**src/rtl/config_loader_if.sv**
```systemverilog
// Host-stream plus tile-chain signal bundle for config_loader.
// The loader side uses the slave modport. The host or testbench side uses the master modport.
interface config_loader_if #(
    parameter int WORD_W = 32,
    parameter int CNT_W  = 11
);
    logic              start;
    logic              in_valid;
    logic [WORD_W-1:0] in_data;
    logic              in_ready;
    logic              cfg_cen;
    logic              cfg_shift;
    logic              cfg_set;
    logic              busy;
    logic              done;
    logic [CNT_W-1:0]  bits_sent;

    modport master (
        output start, in_valid, in_data,
        input  in_ready, cfg_cen, cfg_shift, cfg_set, busy, done, bits_sent
    );

    modport slave (
        input  start, in_valid, in_data,
        output in_ready, cfg_cen, cfg_shift, cfg_set, busy, done, bits_sent
    );
endinterface

```
**src/rtl/config_loader.sv**
```systemverilog
// Serialises host configuration words MSB-first into a tile chain of CHAIN_LEN bits.
// After the last bit it issues one latch strobe, then one completion pulse.
module config_loader #(
    parameter int WORD_W    = 32,
    parameter int CHAIN_LEN = 1024,
    parameter int CNT_W     = $clog2(CHAIN_LEN + 1)
) (
    input  logic clk,
    input  logic rst,
    config_loader_if.slave bus
);
    localparam int               WCNT_W   = $clog2(WORD_W + 1);
    localparam logic [CNT_W-1:0] LAST_BIT = CNT_W'(CHAIN_LEN - 1);
    localparam logic [CNT_W-1:0] FULL_CNT = CNT_W'(CHAIN_LEN);

    typedef enum logic [2:0] {IDLE, LOAD, SHIFT, SET, DONE} state_t;

    state_t            state;
    state_t            state_next;
    logic [WORD_W-1:0] shreg;
    logic [WCNT_W-1:0] word_cnt;
    logic [CNT_W-1:0]  bit_cnt;

    // NOTE: sequential state uses non-blocking assignments only, so every register samples pre-edge values.
    always_ff @(posedge clk or posedge rst) begin
        if (rst) state <= IDLE;
        else     state <= state_next;
    end

    // NOTE: state_next is defaulted before the case, so no path leaves it unassigned and no latch is inferred.
    always_comb begin
        state_next = state;
        unique case (state)
            IDLE:    if (bus.start)    state_next = LOAD;
            LOAD:    if (bus.in_valid) state_next = SHIFT;
            SHIFT: begin
                // The chain end takes priority, so surplus bits of the final word are dropped.
                if (bit_cnt == LAST_BIT)              state_next = SET;
                else if (word_cnt == WCNT_W'(1))      state_next = LOAD;
            end
            SET:     state_next = DONE;
            DONE:    state_next = IDLE;
            default: state_next = IDLE;
        endcase
    end

    always_ff @(posedge clk or posedge rst) begin
        if (rst) begin
            shreg    <= '0;
            word_cnt <= '0;
            bit_cnt  <= '0;
        end else begin
            unique case (state)
                IDLE: if (bus.start) bit_cnt <= '0;
                LOAD: begin
                    if (bus.in_valid) begin
                        shreg    <= bus.in_data;
                        word_cnt <= WCNT_W'(WORD_W);
                    end
                end
                SHIFT: begin
                    shreg    <= shreg << 1;
                    word_cnt <= word_cnt - WCNT_W'(1);
                    if (bit_cnt != FULL_CNT) bit_cnt <= bit_cnt + CNT_W'(1);
                end
                default: ;
            endcase
        end
    end

    // Moore outputs: each one decodes from the state register or from datapath registers only.
    assign bus.in_ready  = (state == LOAD);
    assign bus.cfg_cen   = (state == SHIFT);
    assign bus.cfg_shift = (state == SHIFT) & shreg[WORD_W-1];
    assign bus.cfg_set   = (state == SET);
    assign bus.busy      = (state != IDLE);
    assign bus.done      = (state == DONE);
    assign bus.bits_sent = bit_cnt;
endmodule
```
**src/flat_wrapper.sv**
```systemverilog
// flat-port wrapper written by rule: the top's interface ports become plain ports
module config_loader_flat 
#(
    parameter int WORD_W    = 32,
    parameter int CHAIN_LEN = 1024,
    parameter int CNT_W     = $clog2(CHAIN_LEN + 1)
)
  (clk, rst, bus_start, bus_in_valid, bus_in_data, bus_in_ready, bus_cfg_cen, bus_cfg_shift, bus_cfg_set, bus_busy, bus_done, bus_bits_sent);
  config_loader_if #(.WORD_W(WORD_W), .CNT_W(CNT_W)) bus_i ();
  input  logic clk;
  input  logic rst;
  input wire logic [$bits(bus_i.start)-1:0] bus_start;
  input wire logic [$bits(bus_i.in_valid)-1:0] bus_in_valid;
  input wire logic [$bits(bus_i.in_data)-1:0] bus_in_data;
  output wire logic [$bits(bus_i.in_ready)-1:0] bus_in_ready;
  output wire logic [$bits(bus_i.cfg_cen)-1:0] bus_cfg_cen;
  output wire logic [$bits(bus_i.cfg_shift)-1:0] bus_cfg_shift;
  output wire logic [$bits(bus_i.cfg_set)-1:0] bus_cfg_set;
  output wire logic [$bits(bus_i.busy)-1:0] bus_busy;
  output wire logic [$bits(bus_i.done)-1:0] bus_done;
  output wire logic [$bits(bus_i.bits_sent)-1:0] bus_bits_sent;
  assign bus_i.start = bus_start;
  assign bus_i.in_valid = bus_in_valid;
  assign bus_i.in_data = bus_in_data;
  assign bus_in_ready = bus_i.in_ready;
  assign bus_cfg_cen = bus_i.cfg_cen;
  assign bus_cfg_shift = bus_i.cfg_shift;
  assign bus_cfg_set = bus_i.cfg_set;
  assign bus_busy = bus_i.busy;
  assign bus_done = bus_i.done;
  assign bus_bits_sent = bus_i.bits_sent;
  config_loader #(.WORD_W(WORD_W), .CHAIN_LEN(CHAIN_LEN), .CNT_W(CNT_W)) u_core (.clk(clk), .rst(rst), .bus(bus_i));
endmodule
```
**config.mk**
```make
export PLATFORM = sky130hd
export DESIGN_NAME = config_loader_flat
export DESIGN_NICKNAME = d
export VERILOG_FILES = /design/src/rtl/config_loader_if.sv /design/src/rtl/config_loader.sv /design/src/flat_wrapper.sv
export SDC_FILE = /design/constraint.sdc
export NUM_CORES = 1
export LEC_CHECK = 0
export BUFFER_PORTS_ARGS = -buffer_cell sky130_fd_sc_hd__buf_4
export CAP_MARGIN = 20
export CELL_PAD_IN_SITES_DETAIL_PLACEMENT = 1
export CELL_PAD_IN_SITES_GLOBAL_PLACEMENT = 2
export CORE_MARGIN = 1.5
export CORE_UTILIZATION = 37
export DETAILED_ROUTE_END_ITERATION = 7
export GPL_ROUTABILITY_DRIVEN = 0
export PLACE_DENSITY = 0.87
export SYNTH_ARGS = -nofsm -noshare
export SYNTH_HDL_FRONTEND = slang
export SYNTH_SLANG_ARGS = --single-unit
```
**constraint.sdc**
```tcl
create_clock -name clk -period 2.3 [get_ports clk]
set_input_delay 0.115 -clock clk [delete_from_list [all_inputs] [get_ports clk]]
set_output_delay 0.115 -clock clk [all_outputs]
set_load 0.01 [all_outputs]
```
==> impl_results.md, run 1 <==
- Status: finished, violations left
- Failing checks: hold timing
- Gate power share: a little under two fifths
- CTS Root Buffer Type: clkbuf_8
- Vias in the first global route: ~2,200
- First-pass GRT wire length: around 10 mm
- Layout cell share with drive strength beyond 1: between 20% and 30%
- Syn_area_per_cell: roughly 10 um^2
- Clk network pwr share: a little under a fifth
- Largest area contributor in the synthesized netlist: dfrtp_1
- Placed Area: about 3000 um^2
- Largest net degree at the start of global routing: 81
- Slew HR: a little under three fifths
- # fillers: slightly above 800
- Post-DP HPWL: about 4.0 mm
- Avg Vias per Cell: 5.05
- GRT overflow: 0
- Setup Crit Path Kind: reg2out
- Vias post-DR: 2,069
- Non-filler cells, final: slightly above 400
- Final WL: 5.99 mm
- # hold bufs at CTS: 0
- Post-route ant nets: 0
- Clock Latency Late Sink: around 300 ps
- Placed insts: roughly 400
- Post-synth EDFFs: 0
- Num CTS Buffers: 5
- Syn Inst Count: roughly 270
- Final setup vio count: 0
- First-pass DRT Iterations: 4
- Core box area: approximately 7000 um^2
- P&R area growth vs syn: 20.0%
- Die Span Y: roughly 90 um
- # resized after CTS: 0
- Post-layout nets: 353
- Final TNS setup: 0 ps
- Num rows: 30
- Max clock buf depth: 2
- Int Pwr: about 2.3 mW
- Register area share after synthesis: between 40 and 50%
- Data arrival, critical path: approximately 1800 ps
- Req. time, crit path: approximately 2200 ps
- Residual DRC: 0
- Worst IR Drop VDD: between 0.7 and 0.8 mV
- Pins over their slew limit: 0
- CP startpoint kind: register
- GRT Resource Usage Total: 16.4%
- Setup slack after layout: approximately 370 ps
- Die area: approximately 7700 um^2
- Critical path peak fanout: 80
- DP Worst Slack: 488 ps
- Maximum clock rate: 517 MHz
- TritonCTS clock tree: yes
- YS warnings: 0
- Final min period: about 1900 ps
- Hold WC Path Type: in2async
- Post-synthesis cell area: 2670 um^2
- Yosys top cell area share: around 49%
- Net Count, Synth: a little over 300
- Chip width: slightly below 90 um
- Detailed Route Iter0 Violations: between 100 and 150
- CTS H-tree depth: 2
- Max-cap viol count: 0
- Switching Power: ~1.3 mW
- Sw frac: 36.3%
- Crit share post-route: between 80% and 90%
- Share of flip-flops with an asynchronous set or reset: 100%
- Routed wire per std cell: around 15 um
- Clk_skew: 7.13 ps
- I/O pins: 53
- Worst-Margin Slew: roughly 660 ps
- Worst setup EP type: output port
- Post-route cell area: 3200 um^2
- Part of the power in registers: around 43%
- Unrepaired setup endpoints after global routing: no
- Power Density: between 1000 and 1500 nW/um^2
- Post-CTS Setup Inserts: 0
- Initial Utilization: 38.8%
- Leakage: ~1.4 nW
- Initial antenna violation count: 0
- Top_reg_cell synth: dfrtp_1
- Hold slack final: -5.72 ps
- # diodes: 0
- FF+latch count, synth: 52
- Synth cell types: between 40 and 50
- Synth area leaders: dfrtp_1 49%, mux2i_1 12%, o21ai_0 6.9%
- Port Buf Inserts: 52
- Final Hold Vio Count: 15
- CTS sink cnt: 52
- Reg clk slew, reported paths: about 90 ps
[cell families (layout without fill, tap and decap cells)]
family,count (synthesis),in the layout,synth area share (%)
and+or+nand+nor,90,90,16.7
buffers and inverters,25,72,7.04
adders and majority gates,4,4,1.88
DFF,52,52,48.8
xor gates and xnor gates,1,1,0.328
AOI/OAI and AO/OA,62,62,12.9
muxes,33,33,12.4
[state kept, by name, indices dropped and copies added (netlist names)]
register and cells:
u_core.state 3, u_core.bus.bits_sent 11, u_core.shreg 32, u_core.word_cnt 6
[area by class of cell]
cell class | count | area, um^2 | area share [%]
clock buffer | 7 | 96.3 | 3.01
clock inverter | 1 | 30.0 | 0.938
inverter | 8 | 42.5 | 1.33
multi-input combinational | 190 | 1180 | 36.8
sequential | 52 | 1300 | 40.6
tap | 96 | 120 | 3.75
timing repair buffer | 56 | 433 | 13.5
[cells in the mapped netlist (4+ instances only)]
library cell and instances:
dfrtp_1 52, nand2_1 43, o21ai_0 37, mux2i_1 33
nand3_1 10, buf_6 9, nor2_1 9, o21ai_1 9
inv_1 7, a21oi_1 4, ha_1 4
[worst paths after layout]
check	start	endpoint	slack, ps	depth (start not counted)
setup / recovery	u_core.state[0]	bus_cfg_shift	370	4
hold / removal	rst	u_core.shreg[31]	-6	3
setup reg to reg	u_core.state[0]	u_core.bus.bits_sent[6]	500	4
hold reg to reg	u_core.shreg[27]	u_core.shreg[28]	490	2
max in group asynchronous	rst	u_core.bus.bits_sent[8]	1860	3
min in group clk	bus_in_data[0]	u_core.shreg[0]	30	3
[power groups by stage]
stage / Clock, mW / Combinational, mW / Sequential [mW]
floorplan: 0 / 1.11 / 1.48
global placement: 0 / 1.33 / 1.53
detailed placement: 0 / 1.37 / 1.56
CTS: 0.699 / 1.38 / 1.54
global route: 0.730 / 1.54 / 1.59
finish: 0.677 / 1.34 / 1.53
[metal layers]
layer	vias up	track usage (%)	part of all wire (%)
met1	1001	23.0	49
met2	40	26.2	46
met4	0	4.76	0.92
met5	-	0	0
li1	1023	-	-
met3	5	2.73	4.3
[per-stage QoR]
step / power, mW / utilization, %
2_1_floorplan: 2.59 / -
3_3_place_gp: 2.86 / 44.8
3_5_place_dp: 2.93 / 44.8
4_1_cts: 3.61 / 46.6
5_1_grt: 3.87 / 46.6
6_report: 3.55 / 46.6
[critical path, stage by stage, from the launching register on]
cell and delay (ps):
dfrtp_1 450, or3b_1 510, clkinv_8 260, and2_1 170
buf_4 110
[cell usage in the layout, fill, tap and decap left out, types with 6 or more instances in the layout]
master    synthesis  final
buf_4             2     55
clkbuf_8          0      7
dfrtp_1          52     52
inv_1             7      6
mux2i_1          33     33
nand2_1          43     43
nand3_1          10     10
nor2_1            9      9
o21ai_0          37     37
o21ai_1           9      9
Note: power is estimated with default switching activity, not from simulation.
==> run 2, diff against run 1 <==
Settings changed: CORE_UTILIZATION 37 to 34, PLACE_DENSITY 0.87 to 0.81.
Clock period 2.3 ns to 2 ns, I/O delays scaled along.
==> run 2 against run 1 <==
The flow now finishes without violations. Sequential power is 14% higher. Global-route usage is 1.4 points lower. Worst hold slack better by 75 ps. Register-to-register slack worse by 270 ps. Die area is 8.5% higher. Routed wire length is 4.1% higher. Clock power is 24% higher. Clock skew is 3.1 ps lower. Count of clock-buffer cells in the layout is 2 lower. Highest routed layer unchanged.
==> impl_results.md, run 2 (synthesis results as in run 1) <==
- Req. time, crit path: around 1900 ps
- Register area: between 1000 and 1500 um^2
- Placed insts: ~410
- Detailed Route Iter0 Violations: between 80 and 90
- Setup Crit Path Kind: reg2out
- First-pass GRT wire length: around 10 mm
- Final TNS setup: 0 ps
- Final WL: slightly above 6 mm
- Reg clk slew, reported paths: 90 ps
- I/O pins: 53
- Crit share post-route: 94.9%
- Max-cap viol count: 0
- Reg2Reg Setup Slack: between 200 and 250 ps
- Final setup vio count: 0
- Die area: between 8000 and 9000 um^2
- Chip width: around 90 um
- Post-CTS Setup Inserts: 0
- Hold slack final: ~70 ps
- Num CTS Buffers: 5
- Worst hold start: bus_in_data[20]
- P&R area growth vs syn: 23.6%
- R2R depth: 4
- Final min period: 1900 ps
- Post-DP HPWL: 4.13 mm
- Non-filler cells, final: roughly 420
- Worst hold stages: 3
- Port Buf Inserts: 52
- Slowest-stage cell, CP: or3b_4
- R2r endpoint: u_core.bus.bits_sent[6]
- CP peak stage delay: between 400 and 500 ps
- Leakage: about 1.4 nW
- Endpoint, Worst Hold: u_core.shreg[20]
- Vias post-DR: 2,112
- Most common cell after layout, fill and taps aside: buf_4
- Post-layout nets: 361
- Maximum clock rate: between 500 and 600 MHz
- CP startpoint kind: register
- # fillers: about 890
- Top reg by flops: u_core.shreg
- Layout cell share with drive strength beyond 1: roughly a quarter
- Worst setup EP type: output port
- Worst flop-to-flop path startpoint: u_core.state[0]
- Commonest cells after routing, fill and taps aside: 59 x buf_4, 51 x dfrtp_1, 43 x nand2_1
- Hold WC Path Type: in2reg
- GRT overflow: 0
- Critical path peak fanout: 40
- Power Density: between 1000 and 1500 nW/um^2
- Post-route ant nets: 0
- # diodes: 0
- Unrepaired setup endpoints after global routing: no
- Residual DRC: 0
- Setup slack after layout: ~100 ps
- Num rows: 32
- CTS Root Buffer Type: clkbuf_8
- Slew HR: 77.1%
- Initial Utilization: a little over a third
- First-pass DRT Iterations: 2
- TritonCTS clock tree: yes
- CTS sink cnt: 52
- Die Span Y: 91.6 um
- Critical-path cell list: or3b_4 > bufinv_16 > and2_1 > buf_4
- Worst IR Drop VDD: 0.484 mV
- Largest net degree at the start of global routing: 81
- Initial antenna violation count: 0
- Clock Latency Late Sink: around 300 ps
- Max clock buf depth: 2
- Pins over their slew limit: 0
- CTS H-tree depth: 2
- Area of the multi-input gates: about 1200 um^2
- Routed wire per std cell: approximately 15 um
- Data arrival, critical path: between 1500 and 2000 ps
- Flip-flop count of the largest register after layout: 32
- DP Worst Slack: 245 ps
- Clk_skew: 4.04 ps
- Vias in the first global route: roughly 2,100
- GRT Resource Usage Total: 15.0%
- Worst-Margin Slew: 344 ps
- Final Hold Vio Count: 0
- Avg Vias per Cell: 4.99
- Status: finished, final reports clean
- Core box area: approximately 7600 um^2
[run 2: cell types whose count changed in the layout (fill, tap and decap cells not counted)]
cell / previous run / this run
dlygate4sd3_1: 0 / 3
dfrtp_2: 0 / 1
inv_6: 0 / 1
or3b_1: 1 / 0
dfrtp_1: 52 / 51
clkinv_8: 1 / 0
bufinv_16: 1 / 3
buf_4: 55 / 59
clkbuf_8: 7 / 5
or3b_4: 0 / 1
[run 2: how the worst max path moves through the flow]
stage | slack [ps] | end | from
after floorplan | 440 | u_core.state[0] | u_core.bus.bits_sent[0]
after global placement | 290 | bus_cfg_cen | u_core.state[1]
after detailed placement | 250 | u_core.shreg[5] | u_core.state[1]
after CTS | 50 | bus_cfg_shift | u_core.state[1]
after global routing | 20 | bus_cfg_shift | u_core.state[0]
final | 100 | bus_cfg_shift | u_core.state[0]
[run 2: layout make-up]
cell class | instances | share of cell area (%)
Inverter | 8 | 1.71
Timing Repair Buffer | 63 | 14.9
Tap cell | 102 | 3.87
Multi-Input combinational cell | 190 | 35.8
Clock buffer | 5 | 2.09
Timing Repair inverter | 1 | 0.266
Clock inverter | 2 | 1.82
Sequential cell | 52 | 39.5
[run 2: per-stage QoR]
step | cell area, um^2 | util, % | total power, mW
2_1_floorplan | 2670 | - | 2.98
3_3_place_gp | 3120 | 40.8 | 3.35
3_5_place_dp | 3120 | 40.8 | 3.41
4_1_cts | 3270 | 42.8 | 4.26
5_1_grt | 3300 | 43.1 | 4.62
6_report | 3300 | 43.1 | 4.27
[run 2: power by group]
group	total, mW	leakage [nW]	switching [mW]	internal, mW
combinational	1.69	0.712	0.917	0.771
sequential	1.74	0.658	0.262	1.48
clock	0.837	0.0642	0.344	0.493
[run 2: critical path: cells and delay by family (launching register included)]
kind                   cells  cell delay [ps]
AND/OR/NAND/NOR            2              620
buffers and inverters      2              400
flip-flops                 1              440
[run 2: metal layers]
layer / GRT usage [%] / part of all wire [%]
met1: 20.4 / 48
met2: 24.8 / 47
met3: 2.76 / 3.8
met4: 3.52 / 0.87
met5: 0 / 0
[run 2: repair_timing]
item	4_1_cts	5_1_grt
setup endpoints to repair	1	1
hold endpoints to repair	54	0
cloned	0	1
hold buffers	3	0
resized for setup	0	3
